--- config.mk ---
export PLATFORM = sky130hd
export DESIGN_NAME = muldiv_sequencer
export DESIGN_NICKNAME = d
export VERILOG_FILES = /design/src/rtl/muldiv_pkg.sv /design/src/rtl/muldiv_iter_datapath.sv /design/src/rtl/muldiv_sequencer.sv
export SDC_FILE = /design/constraint.sdc
export NUM_CORES = 1
export LEC_CHECK = 0
export BUFFER_PORTS_ARGS = -buffer_cell sky130_fd_sc_hd__buf_2
export CAP_MARGIN = 20
export CORE_MARGIN = 3
export CORE_UTILIZATION = 38
export CTS_BUF_LIST = sky130_fd_sc_hd__clkbuf_2
export DETAILED_ROUTE_END_ITERATION = 6
export PLACE_DENSITY = 0.55
export SLEW_MARGIN = 15
export SYNTH_ARGS = -nofsm -noshare
export SYNTH_HDL_FRONTEND = slang
export SYNTH_SLANG_ARGS = --single-unit
--- constraint.sdc ---
create_clock -name clk -period 9.16 [get_ports clk]
set_clock_uncertainty 0.05 [all_clocks]
set_input_delay 2.29 -clock clk [delete_from_list [all_inputs] [get_ports clk]]
set_output_delay 2.29 -clock clk [all_outputs]
set_load 0.05 [all_outputs]
--- src/rtl/muldiv_pkg.sv ---
// muldiv_pkg: shared types, widths and decode helpers for the RV32M
// multi-cycle multiply/divide sequencer and its iterative datapath.
//   XLEN      operand/result width; also the iteration count
//   CNT_W     width of the iteration counter
//   md_op_e   funct3 encoding of the eight M-extension ops
//   state_e   sequencer FSM states
package muldiv_pkg;

  localparam int XLEN  = 32;
  localparam int CNT_W = $clog2(XLEN);

  localparam logic [CNT_W-1:0] CNT_LAST  = CNT_W'(XLEN - 1);
  localparam logic [XLEN-1:0]  XLEN_ZERO = {XLEN{1'b0}};
  localparam logic [XLEN-1:0]  XLEN_ONES = {XLEN{1'b1}};
  localparam logic [XLEN-1:0]  XLEN_MIN  = {1'b1, {(XLEN-1){1'b0}}};

  typedef enum logic [2:0] {
    MD_MUL    = 3'b000,
    MD_MULH   = 3'b001,
    MD_MULHSU = 3'b010,
    MD_MULHU  = 3'b011,
    MD_DIV    = 3'b100,
    MD_DIVU   = 3'b101,
    MD_REM    = 3'b110,
    MD_REMU   = 3'b111
  } md_op_e;

  typedef enum logic [2:0] {
    IDLE = 3'd0,
    LOAD = 3'd1,
    ITER = 3'd2,
    FIX  = 3'd3,
    DONE = 3'd4
  } state_e;

  // rs1 is treated as two's complement for these ops.
  function automatic logic is_signed_a(input md_op_e op);
    case (op)
      MD_MULH, MD_MULHSU, MD_DIV, MD_REM: is_signed_a = 1'b1;
      default:                            is_signed_a = 1'b0;
    endcase
  endfunction

  // rs2 is treated as two's complement for these ops (MULHSU excluded).
  function automatic logic is_signed_b(input md_op_e op);
    case (op)
      MD_MULH, MD_DIV, MD_REM: is_signed_b = 1'b1;
      default:                 is_signed_b = 1'b0;
    endcase
  endfunction

  function automatic logic is_div_op(input md_op_e op);
    case (op)
      MD_DIV, MD_DIVU, MD_REM, MD_REMU: is_div_op = 1'b1;
      default:                          is_div_op = 1'b0;
    endcase
  endfunction

  function automatic logic is_rem_op(input md_op_e op);
    case (op)
      MD_REM, MD_REMU: is_rem_op = 1'b1;
      default:         is_rem_op = 1'b0;
    endcase
  endfunction

endpackage

--- src/rtl/muldiv_iter_datapath.sv ---
// muldiv_iter_datapath: shared register set for the iterative multiplier and
// restoring divider, plus the sign fix-up and result select.
//   clk, rst        clock, asynchronous active-high reset
//   load_i          load magnitudes, clear accumulator
//   step_i          perform one shift-add or trial-subtract step
//   fix_i           capture the final (or special-case) result
//   fix_special_i   with fix_i: take special_val_i instead of the computed value
//   op_i            latched operation
//   sign_a_i/b_i    latched operand signs (already 0 for unsigned operands)
//   mag_a_i/b_i     operand magnitudes
//   special_val_i   precomputed div-by-zero / overflow result
//   result_o        registered result, holds until the next fix_i
module muldiv_iter_datapath
  import muldiv_pkg::*;
(
  input  logic            clk,
  input  logic            rst,
  input  logic            load_i,
  input  logic            step_i,
  input  logic            fix_i,
  input  logic            fix_special_i,
  input  md_op_e          op_i,
  input  logic            sign_a_i,
  input  logic            sign_b_i,
  input  logic [XLEN-1:0] mag_a_i,
  input  logic [XLEN-1:0] mag_b_i,
  input  logic [XLEN-1:0] special_val_i,
  output logic [XLEN-1:0] result_o
);

  // hi: upper product half / partial remainder
  // lo: multiplier being shifted out / dividend shifted out, quotient shifted in
  // dvs: multiplicand / divisor
  logic [XLEN-1:0]   hi_q, hi_d;
  logic [XLEN-1:0]   lo_q, lo_d;
  logic [XLEN-1:0]   dvs_q, dvs_d;
  logic [XLEN-1:0]   res_q, res_d;

  logic              is_div_s;
  logic [XLEN:0]     mul_sum_s;
  logic [XLEN:0]     div_shift_s;
  logic              div_ge_s;
  logic [XLEN-1:0]   div_sub_s;
  logic [2*XLEN-1:0] prod_s;
  logic [2*XLEN-1:0] prod_fix_s;
  logic [XLEN-1:0]   quo_fix_s;
  logic [XLEN-1:0]   rem_fix_s;
  logic [XLEN-1:0]   fixed_s;

  assign is_div_s    = is_div_op(op_i);
  assign mul_sum_s   = {1'b0, hi_q} + {1'b0, (lo_q[0] ? dvs_q : XLEN_ZERO)};
  assign div_shift_s = {hi_q, lo_q[XLEN-1]};
  // Only the low XLEN bits of the difference are kept: when the trial
  // succeeds the true remainder is below the divisor and fits in XLEN bits.
  assign div_ge_s    = (div_shift_s >= {1'b0, dvs_q});
  assign div_sub_s   = div_shift_s[XLEN-1:0] - dvs_q;

  assign prod_s      = {hi_q, lo_q};
  assign prod_fix_s  = (sign_a_i ^ sign_b_i) ? -prod_s : prod_s;
  assign quo_fix_s   = (sign_a_i ^ sign_b_i) ? -lo_q : lo_q;
  assign rem_fix_s   = sign_a_i ? -hi_q : hi_q;   // remainder follows dividend

  // Result select after sign fix-up.
  always_comb begin
    fixed_s = XLEN_ZERO;
    case (op_i)
      MD_MUL:                       fixed_s = prod_fix_s[XLEN-1:0];
      MD_MULH, MD_MULHSU, MD_MULHU: fixed_s = prod_fix_s[2*XLEN-1:XLEN];
      MD_DIV, MD_DIVU:              fixed_s = quo_fix_s;
      MD_REM, MD_REMU:              fixed_s = rem_fix_s;
      default:                      fixed_s = XLEN_ZERO;
    endcase
  end

  // Next values for the working registers and the result register.
  always_comb begin
    hi_d  = hi_q;
    lo_d  = lo_q;
    dvs_d = dvs_q;
    res_d = res_q;
    if (load_i) begin
      hi_d = XLEN_ZERO;
      if (is_div_s) begin
        lo_d  = mag_a_i;
        dvs_d = mag_b_i;
      end else begin
        lo_d  = mag_b_i;
        dvs_d = mag_a_i;
      end
    end else if (step_i) begin
      if (is_div_s) begin
        hi_d = div_ge_s ? div_sub_s : div_shift_s[XLEN-1:0];
        lo_d = {lo_q[XLEN-2:0], div_ge_s};
      end else begin
        hi_d = mul_sum_s[XLEN:1];
        lo_d = {mul_sum_s[0], lo_q[XLEN-1:1]};
      end
    end else begin
      hi_d = hi_q;
      lo_d = lo_q;
    end
    if (fix_i) begin
      res_d = fix_special_i ? special_val_i : fixed_s;
    end else begin
      res_d = res_q;
    end
  end

  // Datapath register update.
  always_ff @(posedge clk or posedge rst) begin
    if (rst) begin
      hi_q  <= XLEN_ZERO;
      lo_q  <= XLEN_ZERO;
      dvs_q <= XLEN_ZERO;
      res_q <= XLEN_ZERO;
    end else begin
      hi_q  <= hi_d;
      lo_q  <= lo_d;
      dvs_q <= dvs_d;
      res_q <= res_d;
    end
  end

  assign result_o = res_q;

endmodule

--- src/rtl/muldiv_sequencer.sv ---
// muldiv_sequencer: multi-cycle RV32M sequencer. Accepts one MUL/DIV/REM op
// from EX, stalls the pipeline while the iterative datapath runs, resolves
// div-by-zero and signed overflow without iterating, and returns the result.
//   clk        clock, rising edge
//   rst        asynchronous active-high reset
//   start_i    M-op valid in EX (level, held while stalled)
//   flush_i    EX flush; aborts the op in flight, wins over start_i
//   funct3_i   operation select (md_op_e encoding)
//   op_a_i     rs1 value
//   op_b_i     rs2 value
//   stall_o    hold IF/ID/EX (combinational)
//   busy_o     registered, high whenever the FSM is not in IDLE
//   done_o     one-cycle pulse, result_o valid
//   result_o   result, holds until the next done_o
module muldiv_sequencer
  import muldiv_pkg::*;
#(
  parameter bit EARLY_OUT = 1'b1
) (
  input  logic            clk,
  input  logic            rst,
  input  logic            start_i,
  input  logic            flush_i,
  input  logic [2:0]      funct3_i,
  input  logic [XLEN-1:0] op_a_i,
  input  logic [XLEN-1:0] op_b_i,
  output logic            stall_o,
  output logic            busy_o,
  output logic            done_o,
  output logic [XLEN-1:0] result_o
);

  state_e           state_q, state_d;
  logic [CNT_W-1:0] cnt_q, cnt_d;
  md_op_e           op_q, op_d;
  logic [XLEN-1:0]  a_q, a_d;
  logic [XLEN-1:0]  b_q, b_d;
  logic             sign_a_q, sign_a_d;
  logic             sign_b_q, sign_b_d;
  logic             special_q, special_d;
  logic             busy_q, busy_d;
  logic             done_q, done_d;

  md_op_e           new_op_s;
  logic [XLEN-1:0]  mag_a_s;
  logic [XLEN-1:0]  mag_b_s;
  logic             div_zero_s;
  logic             div_ovf_s;
  logic             special_s;
  logic [XLEN-1:0]  special_val_s;
  logic             load_s;
  logic             step_s;
  logic             fix_s;
  logic             fix_special_s;

  assign new_op_s = md_op_e'(funct3_i);
  assign mag_a_s  = sign_a_q ? -a_q : a_q;
  assign mag_b_s  = sign_b_q ? -b_q : b_q;

  // Special divides are detected on the latched operands, which stay stable
  // for the whole op, so the same value serves LOAD and (if iterating) FIX.
  assign div_zero_s = is_div_op(op_q) && (b_q == XLEN_ZERO);
  assign div_ovf_s  = is_div_op(op_q) && is_signed_a(op_q) &&
                      (a_q == XLEN_MIN) && (b_q == XLEN_ONES);
  assign special_s  = div_zero_s || div_ovf_s;

  // RISC-V defined results for divide by zero and signed overflow.
  always_comb begin
    special_val_s = XLEN_ZERO;
    if (div_zero_s) begin
      special_val_s = is_rem_op(op_q) ? a_q : XLEN_ONES;
    end else if (div_ovf_s) begin
      special_val_s = is_rem_op(op_q) ? XLEN_ZERO : XLEN_MIN;
    end else begin
      special_val_s = XLEN_ZERO;
    end
  end

  // Datapath strobes; a flush suppresses every strobe so result_o is untouched.
  assign load_s        = (state_q == LOAD) && !flush_i;
  assign step_s        = (state_q == ITER) && !flush_i;
  assign fix_s         = ((state_q == FIX) && !flush_i) ||
                         (load_s && special_s && EARLY_OUT);
  assign fix_special_s = (state_q == LOAD) ? 1'b1 : special_q;

  assign stall_o = ((state_q == IDLE) && start_i && !flush_i) ||
                   (state_q inside {LOAD, ITER, FIX});

  // FSM next-state, counter and operand latch logic.
  always_comb begin
    state_d   = state_q;
    cnt_d     = cnt_q;
    op_d      = op_q;
    a_d       = a_q;
    b_d       = b_q;
    sign_a_d  = sign_a_q;
    sign_b_d  = sign_b_q;
    special_d = special_q;
    case (state_q)
      IDLE: begin
        if (start_i && !flush_i) begin
          state_d  = LOAD;
          op_d     = new_op_s;
          a_d      = op_a_i;
          b_d      = op_b_i;
          sign_a_d = op_a_i[XLEN-1] & is_signed_a(new_op_s);
          sign_b_d = op_b_i[XLEN-1] & is_signed_b(new_op_s);
        end else begin
          state_d = IDLE;
        end
      end
      LOAD: begin
        cnt_d     = {CNT_W{1'b0}};
        special_d = special_s;
        if (flush_i) begin
          state_d = IDLE;
        end else if (special_s && EARLY_OUT) begin
          state_d = DONE;
        end else begin
          state_d = ITER;
        end
      end
      ITER: begin
        if (flush_i) begin
          state_d = IDLE;
        end else begin
          cnt_d = cnt_q + {{(CNT_W-1){1'b0}}, 1'b1};
          if (cnt_q == CNT_LAST) begin
            state_d = FIX;
          end else begin
            state_d = ITER;
          end
        end
      end
      FIX: begin
        if (flush_i) begin
          state_d = IDLE;
        end else begin
          state_d = DONE;
        end
      end
      DONE: begin
        state_d = IDLE;
      end
      default: begin
        state_d = IDLE;
      end
    endcase
    busy_d = (state_d != IDLE);
    done_d = (state_d == DONE);
  end

  // FSM state and registered status outputs.
  always_ff @(posedge clk or posedge rst) begin
    if (rst) begin
      state_q   <= IDLE;
      cnt_q     <= {CNT_W{1'b0}};
      op_q      <= MD_MUL;
      a_q       <= XLEN_ZERO;
      b_q       <= XLEN_ZERO;
      sign_a_q  <= 1'b0;
      sign_b_q  <= 1'b0;
      special_q <= 1'b0;
      busy_q    <= 1'b0;
      done_q    <= 1'b0;
    end else begin
      state_q   <= state_d;
      cnt_q     <= cnt_d;
      op_q      <= op_d;
      a_q       <= a_d;
      b_q       <= b_d;
      sign_a_q  <= sign_a_d;
      sign_b_q  <= sign_b_d;
      special_q <= special_d;
      busy_q    <= busy_d;
      done_q    <= done_d;
    end
  end

  assign busy_o = busy_q;
  assign done_o = done_q;

  muldiv_iter_datapath u_datapath (
    .clk           (clk),
    .rst           (rst),
    .load_i        (load_s),
    .step_i        (step_s),
    .fix_i         (fix_s),
    .fix_special_i (fix_special_s),
    .op_i          (op_q),
    .sign_a_i      (sign_a_q),
    .sign_b_i      (sign_b_q),
    .mag_a_i       (mag_a_s),
    .mag_b_i       (mag_b_s),
    .special_val_i (special_val_s),
    .result_o      (result_o)
  );

endmodule

=== After elaboration in Yosys (flattened, before gate mapping) ===
Index checks and enable logic that the tools add are counted.

* Flip-flop bits (word level): 208
* Input bits: 71
* Output and inout port bits: 35
* Logic and storage cells: 119

* Add/sub/neg operators: 8
* Magnitude comparators: 1
* Eq/ne operators: 19
* Mux-type cells: 43
* Bitwise gates (word level): 3
* Reduce and logical (&&, ||, !) cells: 31

{| class="wikitable"
|+ Operators by type and width
! cell !! count
|-
| 32-bit two-way mux || 19
|-
| 32-bit negator || 4
|-
| 32-bit case mux with 4 select lines || 1
|-
| 32-bit == test, second input constant || 2
|-
| 64-bit two-way mux || 1
|-
| 64-bit negator || 1
|-
| 32-bit by 32-bit adder with 33-bit output || 1
|-
| 33-bit by 32-bit greater-or-equal comparator with 1-bit output || 1
|-
| 32-bit logical NOT || 1
|-
| 32-bit subtractor || 1
|-
| 3-bit == test, second input constant || 7
|-
| 3-bit by 2-bit == test with 1-bit output, second input constant || 5
|-
| 1-bit two-way mux || 15
|-
| 3-bit case mux with 4 select lines || 1
|-
| 4-bit OR reduction || 3
|-
| 1-bit logical AND || 11
|-
| 5-bit case mux with 2 select lines || 1
|-
| 3-bit by 1-bit == test with 1-bit output, second input constant || 3
|-
| 3-bit two-way mux || 3
|-
| 3-bit logical NOT || 2
|-
| 3-bit nonzero test || 2
|-
| 3-bit OR reduction || 2
|-
| 5-bit by 1-bit adder with 5-bit output, second input constant || 1
|-
| 5-bit == test, second input constant || 1
|-
| other kinds (10) || 16
|}

=== Depth between registers and ports, before layout ===
Gate-level depths: netlist of the first run.

* Depth in word-level cells: 12
* Gate-level depth with buffers: 15
* Mapped depth without buffers: 14

=== Modules after synthesis ===
A second synthesis of the first run with hierarchy kept.

* Cell total of the unflattened synthesis: 2141
* Area, all modules: 17609.4 um^2

{| class="wikitable"
|+ Modules (own cells, without submodules)
! module !! instances !! cells an instance !! area each (um^2) !! sequential area each (um^2)
|-
| muldiv_iter_datapath || 1 || 1688 || 12802.3 || 3203.1
|-
| muldiv_sequencer || 1 || 453 || 4807.1 || 2001.9
|}

=== Worst setup path before layout of the first run ===
Ideal clock, no wire load.

* Path type: in2out
* Start point: input flush_i
* End point: output stall_o
* Data arrival time: 3.199 ns
* Data required time: 6.820 ns
* Slack: 3.621 ns
* Stages on the path: 2
* Path buffers: 0
* Path through: nand2b_1 -> a21oi_1

* Word-level cells in the longest chain between the ends: 3

{| class="wikitable"
|+ Ends and longest elaborated chain
! element !! RTL line !! source
|-
| from (decl) || muldiv_sequencer.sv:23 || <nowiki>input logic flush_i,</nowiki>
|-
| 1-bit logical NOT || muldiv_sequencer.sv:86 || <nowiki>assign stall_o = ((state_q == IDLE) && start_i && !flush_i) ||</nowiki>
|-
| 1-bit logical AND || muldiv_sequencer.sv:86 ||
|-
| 1-bit logical OR || muldiv_sequencer.sv:86 ||
|-
| to (decl) || muldiv_sequencer.sv:27 || <nowiki>output logic stall_o,</nowiki>
|}

No other way between the ends.

=== Final worst setup path of the first run ===
Ends and elaborated chain as after synthesis.

==> qor.txt, run 1 <==
Status: finished, violations left
Failing checks: DRC
Number of max-cap violations: 0
Crit path arrival time: 2.96 ns
Setup Viol. Count Final: 0
Area of the multi-input gates: 0.01125 sq mm
Pin count of the biggest net entering global routing: 98
Power Density: 365.4 mW/mm^2
Filler cell count: 4689
Most frequent cell on the critical path: buf_2
Drt pass-1 iters: 7
Clock tree from TritonCTS: done
Crit path capture type: output pin
WL/cell: 23.47 um
Worst Path Max Fanout: 5
VDD IR max: 0.0001683 V
Final non-filler cell total: 2793
Placed insts: 2694
CTS Buf Count: 58
Grt total ovfl: 0
Mapped Avg Cell Area: 8.145 sq um
Slack of the critical path: 3.859 ns
Critical path, cell by cell: buf_2, nand2b_1, a21oi_1, buf_2
TNS Setup: 0 ns
Minimum clock period: 5.301 ns
Finished Core Util: 0.4195
Async S/R FF share, synth: 1.000
Post-route cell area: 0.01867 sq mm
Io pins: 106
Post-DR vias/cell: 6.058
Syn-to-layout area delta: 8.547%
Mapped cell area: 0.01720 sq mm
CTS Hold Buffers Added: 0
FF-to-FF path depth: 12
Hold slack: 0.4280 ns
Total Die Area: 0.04786 sq mm
Routability Congestion: 0.9854
Maximum buffer depth of the clock tree: 3
Total area of sequential cells: 0.005210 sq mm
Antenna Nets Post-Route: 0
Total Wirelength: 65540 um
Initial antenna violation count: 2
Critical path type: primary input to output pin
Fraction of layout cells with a size suffix above 1: 0.1497
CP max stage delay: 0.27 ns
CP max stage cell: buf_2
Row count: 77
Worst Setup Start Kind: primary input
Commonest non-fill, non-tap cells in the layout: dfrtp_1 (206), nor2_1 (195), o21ai_0 (192)
Slew Limit Fails: 0
Initial Util: 0.3865
Die Ht: 218.8 um
GRT Resource Usage Total: 0.2713
Die width: 218.8 um
RSZ-0062 raised after global routing: no
Power, Total: 6.823 mW
First-pass GRT wire length: 99370 um
Crit path buf inv count: 2
Pre-CTS setup slack: 3.853 ns
EDFF count, synth: 0
Synth Register Bits: 208
Clock sink count: 208
Post-synthesis sequential area ratio: 0.3026
Post_cts resized: 0
Required time worst endpoint: 6.82 ns
Latest clock arrival within the worst-skew pair: 1.04 ns
Max transition margin: 0.2950
Core Box Area: 0.04451 sq mm
Cell count of the worst hold path: 2
Least-Margin Pin Slew: 1.056 ns
Clk pin slew, worst setup/hold paths: 0.09 ns
Worst Hold Class: flip-flop to flip-flop
Detail Placement HPWL: 49140 um
Synth warn: 0
Post-Synthesis Cells: 2112
Synth Net Count: 2256
DR vias: 16920
F_max: 188.6 MHz
Residual DRC: 6
Vias in the first global route: 15790
Delay-heaviest family, CP: buffers and inverters
Htree depth: 2
Initial DRC count: 1671
DP Area: 0.01817 sq mm
PortBufs: 105
Fin crit share: 0.5787
Static leakage: 8.020 nW
Post-CTS Setup Inserts: 0
WP depth: 4
Distinct cells, synth: 81
Root Buffer: clkbuf_2
Post-layout nets: 2306
Commonest non-fill, non-tap cell in the layout: dfrtp_1
Hold Violations, Final: 0
Synth Flop Type: dfrtp_1
state kept, by name, summed over array words and instances, names as in the netlist:
signal,count
cnt_q,5
done_o,1
b_q,32
op_q,3
busy_o,1
a_q,32
state_q,3
u_datapath.lo_q,32
sign_b_q,1
u_datapath.result_o,32
u_datapath.dvs_q,32
special_q,1
u_datapath.hi_q,32
sign_a_q,1
report_power, final:
| group | internal (mW) | switching [mW] |
|---|---|---|
| combinational | 1.62 | 2.68 |
| clock | 0.266 | 0.431 |
| sequential | 1.22 | 0.603 |
| total | 3.11 | 3.71 |
cell families after synthesis:
family | after synthesis | synth area share
AOI/OAI and AO/OA | 673 | 0.2437
xor gates and xnor gates | 180 | 0.09165
adders and majority gates | 73 | 0.05397
buffers and inverters | 208 | 0.04757
DFF | 208 | 0.3026
muxes | 136 | 0.08750
and+or+nand+nor | 634 | 0.1730
area by class of cell:
class,count,area share
Timing Repair Buffer,127,0.03699
Sequential cell,208,0.2790
Clock buffer,81,0.02171
Multi-Input combinational cell,1696,0.6026
Clock inverter,15,0.004758
Tap cell,592,0.03967
Inverter,71,0.01481
Antenna cell,3,0.0004021
metal layers:
| layer | wire [um] | GRT usage | up-vias |
|---|---|---|---|
| li1 | - | - | 7825 |
| met1 | 28560 | 0.3733 | 8238 |
| met2 | 29820 | 0.4288 | 727 |
| met3 | 4989 | 0.04908 | 129 |
| met4 | 2159 | 0.09397 | 2 |
| met5 | 13 | 0 | - |
final timing paths:
check | startpoint | end | slack, ns
setup reg to reg | u_datapath.hi_q[6] | u_datapath.hi_q[26] | 4.37
min in group asynchronous | rst | u_datapath.dvs_q[19] | 1.30
setup / recovery | flush_i | stall_o | 3.86
hold reg to reg | u_datapath.result_o[7] | u_datapath.result_o[7] | 0.43
max in group asynchronous | rst | op_q[2] | 6.30
hold / removal | u_datapath.result_o[7] | u_datapath.result_o[7] | 0.43
synth_stat cells (all sizes together) (12+ instances only):
cell type / n / area, sq um
nand4: 21 / 137.6
or3: 19 / 123.9
nor2: 201 / 759.5
o31ai: 31 / 232.7
nor4: 25 / 156.4
nor3: 44 / 241.5
mux2i: 57 / 570.6
o41ai: 17 / 148.9
dfrtp: 208 / 5205
or4: 13 / 101.4
ha: 71 / 888.4
nand2: 190 / 715.7
mux2: 75 / 844.6
clkbuf: 108 / 405.4
buf: 29 / 143.9
xor2: 72 / 630.6
a31oi: 22 / 137.6
o22ai: 15 / 93.84
nor2b: 17 / 106.4
nand2b: 21 / 131.4
nand3: 39 / 195.2
a211oi: 13 / 97.59
a21o: 46 / 345.3
o211ai: 59 / 442.9
xnor2: 108 / 945.9
and3: 12 / 75.07
inv: 71 / 269.0
o21ai: 211 / 1060
a21oi: 169 / 845.8
worst register-to-register path, cell delays in order, from the launching register on:
cell and delay [ns]:
dfrtp_1 0.57, ha_1 0.46, nand4_1 0.17, nor2_1 0.14
o31ai_1 0.13, o31ai_1 0.54, o21ai_0 0.36, o21a_1 0.36
nor2_4 0.44, buf_4 0.43, nand3_1 0.20, or4b_2 0.73
nand3_1 0.12
Note: power is estimated with default switching activity, not from simulation.
==> run 2, diff against run 1 <==
==> constraint.sdc (replaced) <==
create_clock -name clk -period 5.2 [get_ports clk]
set_clock_uncertainty 0.05 [all_clocks]
set_input_delay 1.3 -clock clk [delete_from_list [all_inputs] [get_ports clk]]
set_output_delay 1.3 -clock clk [all_outputs]
set_load 0.05 [all_outputs]
==> qor.txt, run 2 (same netlist as run 1, synthesis figures left out) <==
Status: finished clean
Antenna Nets Post-Route: 0 (unchanged)
Fraction of layout cells with a size suffix above 1: 0.1570 (+0.007358)
Post-layout nets: 2319 (+0.56%)
CTS Hold Buffers Added: 0 (unchanged)
Required time worst endpoint: 6.08 ns (-0.74 ns)
Static leakage: 8.106 nW (+1.1%)
TNS Setup: 0 ns (unchanged)
Post-DR vias/cell: 5.974 (-1.4%)
Commonest non-fill, non-tap cell in the layout: dfrtp_1
RSZ-0062 raised after global routing: no
Max transition margin: 0.3171 (+0.02211)
Total Die Area: 0.04786 sq mm (unchanged)
Clock sink count: 208 (unchanged)
Vias in the first global route: 16160 (+2.3%)
Initial Util: 0.3865 (unchanged)
Detail Placement HPWL: 49530 um (+0.79%)
Commonest non-fill, non-tap cells in the layout: dfrtp_1 (206), nor2_1 (195), o21ai_0 (192)
Fin crit share: 0.8456
F_max: 227.4 MHz
Residual DRC: 0 (-6)
Io pins: 106 (unchanged)
DR vias: 16790 (-0.75%)
Worst Path Max Fanout: 18 (+13)
Htree depth: 2 (unchanged)
PortBufs: 105 (unchanged)
Die width: 218.8 um (unchanged)
Slack of the critical path: 0.8026 ns (-3.056 ns)
Pre-CTS setup slack: 0.8874 ns (-2.966 ns)
First-pass GRT wire length: 97880 um (-1.5%)
Slew Limit Fails: 0 (unchanged)
Row count: 77 (unchanged)
Worst Setup Start Kind: flip-flop
Number of max-cap violations: 0 (unchanged)
Syn-to-layout area delta: 9.216%
Crit path capture type: flip-flop
Root Buffer: clkbuf_2
Die Ht: 218.8 um (unchanged)
Maximum buffer depth of the clock tree: 3 (unchanged)
Least-Margin Pin Slew: 1.024 ns (-0.03203 ns)
Initial antenna violation count: 2 (unchanged)
Critical path type: flip-flop to flip-flop
WL/cell: 23.28 um (-0.80%)
Pin count of the biggest net entering global routing: 141 (+44%)
CTS Buf Count: 59 (+1.7%)
Post_cts resized: 0 (unchanged)
Routability Congestion: 0.9691 (-1.7%)
Latest clock arrival within the worst-skew pair: 1.00 ns (-0.04 ns)
Minimum clock period: 4.397 ns
Grt total ovfl: 0 (unchanged)
Hold Violations, Final: 0 (unchanged)
Core Box Area: 0.04451 sq mm (unchanged)
Hold slack: 0.4428 ns (+0.01481 ns)
Post-CTS Setup Inserts: 0 (unchanged)
Drt pass-1 iters: 6 (-1)
Crit path arrival time: 5.27 ns (+2.31 ns)
Power Density: 643.8 mW/mm^2 (+76%)
Setup Viol. Count Final: 0 (unchanged)
Worst Hold Class: flip-flop to flip-flop
Filler cell count: 4611 (-1.7%)
GRT Resource Usage Total: 0.2684 (-0.002849)
VDD IR max: 0.0002437 V (+45%)
Clock tree from TritonCTS: done
Initial DRC count: 1585 (-5.1%)
Total Wirelength: 65440 um (-0.16%)
Clk pin slew, worst setup/hold paths: 0.11 ns (+0.02 ns)
run 2: final cells by class:
| type | instances | area, sq um | area share |
|---|---|---|---|
| tap | 592 | 740.7 | 0.03943 |
| timing repair buffer | 139 | 793.3 | 0.04222 |
| antenna | 3 | 7.507 | 0.0003996 |
| inverter | 71 | 272.8 | 0.01452 |
| clock buffer | 89 | 445.4 | 0.02371 |
| multi-input combinational | 1696 | 11240 | 0.5981 |
| sequential | 208 | 5210 | 0.2773 |
| clock inverter | 13 | 81.33 | 0.004329 |
run 2: through the flow:
stage | cell area, sq um | cells | power [mW] | util
global placement | 18250 | 2706 | 10.65 | 0.4101
floorplan | 17210 | 2112 | 8.317 | -
CTS | 18780 | 2808 | 12.00 | 0.4219
global route | 18780 | 2810 | 12.98 | 0.4220
finish | 18790 | 2811 | 12.10 | 0.4221
detailed placement | 18250 | 2706 | 10.68 | 0.4101
run 2: power breakdown:
part           leakage, nW  switching (mW)  internal [mW]
logic                 5.11            4.84           2.90
clock network        0.408           0.756          0.504
registers             2.59           0.939           2.16
total                 8.11            6.54           5.56
run 2: worst paths after layout:
kind                                     start             endpoint  slack (ns)  cells after the start
max reg2reg                 u_datapath.hi_q[8]  u_datapath.hi_q[26]        0.80                     11
min reg2reg                u_datapath.dvs_q[5]  u_datapath.dvs_q[5]        0.44                      2
max                         u_datapath.hi_q[8]  u_datapath.hi_q[26]        0.80                     11
max in group asynchronous                  rst  u_datapath.hi_q[23]        3.89                      3
min                        u_datapath.dvs_q[5]  u_datapath.dvs_q[5]        0.44                      2
min in group asynchronous                  rst   u_datapath.hi_q[3]        0.49                      3
run 2: critical path: stages (launching register included):
cell	delay, ns
dfrtp_1	0.56
ha_1	0.50
nand4_1	0.20
nor3_1	0.46
a32oi_1	0.11
o31ai_1	0.17
o21ai_0	0.34
o21a_1	0.37
nor2_4	0.47
nand3_1	0.23
or4b_2	0.74
nand3_1	0.10
run 2: metal layers:
metal	up-vias	GRT usage	wire length (um)
met5	-	0	0
met4	0	0.1229	3106
met3	146	0.07063	5902
met2	734	0.4106	28490
met1	8072	0.3551	27940
li1	7842	-	-
==> run 3, diff against run 2 <==
--- a/config.mk
+++ b/config.mk
@@ -11,7 +11,7 @@
 export CORE_UTILIZATION = 38
 export CTS_BUF_LIST = sky130_fd_sc_hd__clkbuf_2
 export DETAILED_ROUTE_END_ITERATION = 6
-export PLACE_DENSITY = 0.55
+export PLACE_DENSITY = 0.57
 export SLEW_MARGIN = 15
 export SYNTH_ARGS = -nofsm -noshare
 export SYNTH_HDL_FRONTEND = slang
==> constraint.sdc (replaced) <==
create_clock -name clk -period 3.6 [get_ports clk]
set_clock_uncertainty 0.05 [all_clocks]
set_input_delay 0.9 -clock clk [delete_from_list [all_inputs] [get_ports clk]]
set_output_delay 0.9 -clock clk [all_outputs]
set_load 0.05 [all_outputs]
==> qor.txt, run 3 (same netlist as run 1, synthesis figures left out) <==
Commonest non-fill, non-tap cell in the layout: dfrtp_1
Io pins: 106 (unchanged)
Crit path capture type: flip-flop
F_max: 290.6 MHz (+28%)
Psw: 9.898 mW (+51%)
Filler cell count: 4487 (-2.7%)
Critical path type: flip-flop to flip-flop
WL/cell: 22.75 um (-2.3%)
Worst Path Max Fanout: 16 (-2)
Hold Violations, Final: 0 (unchanged)
Number of max-cap violations: 0 (unchanged)
PortBufs: 105 (unchanged)
RSZ-0062 raised after global routing: yes
Most frequent cell on the critical path: or4_1
Htree depth: 2 (unchanged)
Minimum clock period: 3.441 ns (-0.9565 ns)
DP Area: 0.01938 sq mm (+6.2%)
Vias in the first global route: 17340 (+7.3%)
Hold slack: 0.2918 ns (-0.1510 ns)
Logic pwr share: 0.685 (+0.045)
Grt total ovfl: 0 (unchanged)
Power Density: 911.0 mW/mm^2 (+42%)
Total Die Area: 0.04786 sq mm (unchanged)
GRT Resource Usage Total: 0.2869 (+0.01845)
Syn-to-layout area delta: 20.50%
Power, Total: 18.88 mW (+56%)
Die Ht: 218.8 um (unchanged)
Post-layout nets: 2530 (+9.1%)
Setup Viol. Count Final: 0 (unchanged)
Sequential share of power: 0.215 (-0.041)
Antenna Nets Post-Route: 0 (unchanged)
Max transition margin: 0.3795 (+0.06242)
Row count: 77 (unchanged)
Commonest non-fill, non-tap cells in the layout: dfrtp_1 (206), nor2_1 (195), nand2_1 (189)
Worst Hold Class: primary input to flip-flop
Die width: 218.8 um (unchanged)
Routability Congestion: 1.001 (+3.3%)
Maximum buffer depth of the clock tree: 3 (unchanged)
Status: finished clean
Total Wirelength: 68880 um (+5.3%)
Critical path, cell by cell: or4_1, or4_1, or3_4, o31a_1, a21o_1, inv_4, nand2_2, nor2_2, o311ai_1, o21ai_1
Clock share of power: 0.100 (-0.004)
Crit path arrival time: 4.36 ns (-0.91 ns)
Internal power: 8.985 mW (+62%)
Residual DRC: 0 (unchanged)
Worst Setup Start Kind: flip-flop
Least-Margin Pin Slew: 0.9285 ns (-0.09582 ns)
Latest clock arrival within the worst-skew pair: 1.07 ns (+0.07 ns)
CP max stage cell: or4_1
DR vias: 17720 (+5.5%)
Finished Core Util: 0.4657 (+0.04363)
Pin count of the biggest net entering global routing: 76 (-46%)
Clock sink count: 208 (unchanged)
CTS Buf Count: 61 (+3.4%)
Switching Share: 0.5242 (-0.01631)
First-pass GRT wire length: 104600 um (+6.9%)
Detail Placement HPWL: 53090 um (+7.2%)
Fin crit share: 0.9558 (+0.1101)
VDD IR max: 0.0005479 V (+120%)
CP max stage delay: 0.59 ns (-0.15 ns)
Area of the multi-input gates: 0.01133 sq mm (+0.87%)
Initial Util: 0.3865 (unchanged)
Initial DRC count: 1628 (+2.7%)
Required time worst endpoint: 4.52 ns (-1.56 ns)
Drt pass-1 iters: 6 (unchanged)
Post-route cell area: 0.02073 sq mm (+10%)
Slew Limit Fails: 0 (unchanged)
Core Box Area: 0.04451 sq mm (unchanged)
Fraction of layout cells with a size suffix above 1: 0.2071 (+0.05003)
Total area of sequential cells: 0.005210 sq mm (unchanged)
Post-DR vias/cell: 5.853 (-2.0%)
Initial antenna violation count: 2 (unchanged)
Root Buffer: clkbuf_2
Clock tree from TritonCTS: done
Static leakage: 9.129 nW (+13%)
Clk pin slew, worst setup/hold paths: 0.11 ns (about the same)
run 3: changes by cell type in the layout (fill, tap and decap cells not counted), sizes merged:
cell and delta:
diode -2, clkinv +17, clkbuf -9, buf +141
dlygate4sd3 +68, clkinvlp +1
run 3: worst max-delay path: cells and delay by family (launching register included):
kind                   cells  cell delay, ns
and+or+nand+nor            5            1.64
DFF                        1            0.38
AOI/OAI and AO/OA          4            1.06
buffers and inverters      1            0.24
run 3: final cells by class:
class,instances,share of cell area
antenna,1,0.0001207
clock buffer,80,0.01932
clock inverter,31,0.007787
inverter,71,0.01316
multi-input combinational,1696,0.5468
sequential,208,0.2513
tap,592,0.03573
timing repair buffer,348,0.1258
run 3: routing by layer:
layer / vias to the layer above / GRT usage / share of wire
met5: - / 0 / 0.00013
met4: 2 / 0.1337 / 0.047
met3: 153 / 0.05451 / 0.073
met2: 687 / 0.4442 / 0.44
met1: 8605 / 0.3871 / 0.44
li1: 8271 / - / -
run 3: path summary, 6_finish.rpt:
kind / start / to / slack (ns) / depth (start not counted)
worst max register to register: a_q[16] / u_datapath.result_o[12] / 0.16 / 10
max in group asynchronous: rst / sign_a_q / 2.16 / 4
worst min register to register: u_datapath.result_o[6] / u_datapath.result_o[6] / 0.43 / 2
min in group asynchronous: rst / u_datapath.hi_q[3] / 0.47 / 3
worst min-delay path: flush_i / u_datapath.dvs_q[27] / 0.29 / 3
worst max-delay path: a_q[16] / u_datapath.result_o[12] / 0.16 / 10
run 3: through the flow:
stage / worst slack, ns / cells / setup TNS, ns
global placement: -0.08362 / 2846 / -0.1291
global route: -0.06156 / 3027 / -0.06156
floorplan: -0.05023 / 2112 / -10.45
detailed placement: -0.2040 / 2846 / -0.4954
finish: 0.1592 / 3027 / 0
CTS: 0.007294 / 3026 / 0
run 3: repair_timing:
| action | CTS | global route |
|---|---|---|
| endpoints found under the setup margin | 8 | 33 |
| endpoints found under the hold margin | 94 | 0 |
| hold buffers | 68 | 0 |
| resized for setup | 5 | 20 |
| buffers inserted | 1 | 0 |
| pin swaps | 1 | 2 |
run 3: power groups by stage:
stage	registers (mW)	logic (mW)	clock network, mW
3_5_place_dp	4.06	12.5	0
5_1_grt	4.16	14.0	2.08
6_report	4.05	12.9	1.89
2_1_floorplan	4.23	7.78	0
4_1_cts	4.02	12.6	1.97
3_3_place_gp	4.04	12.5	0
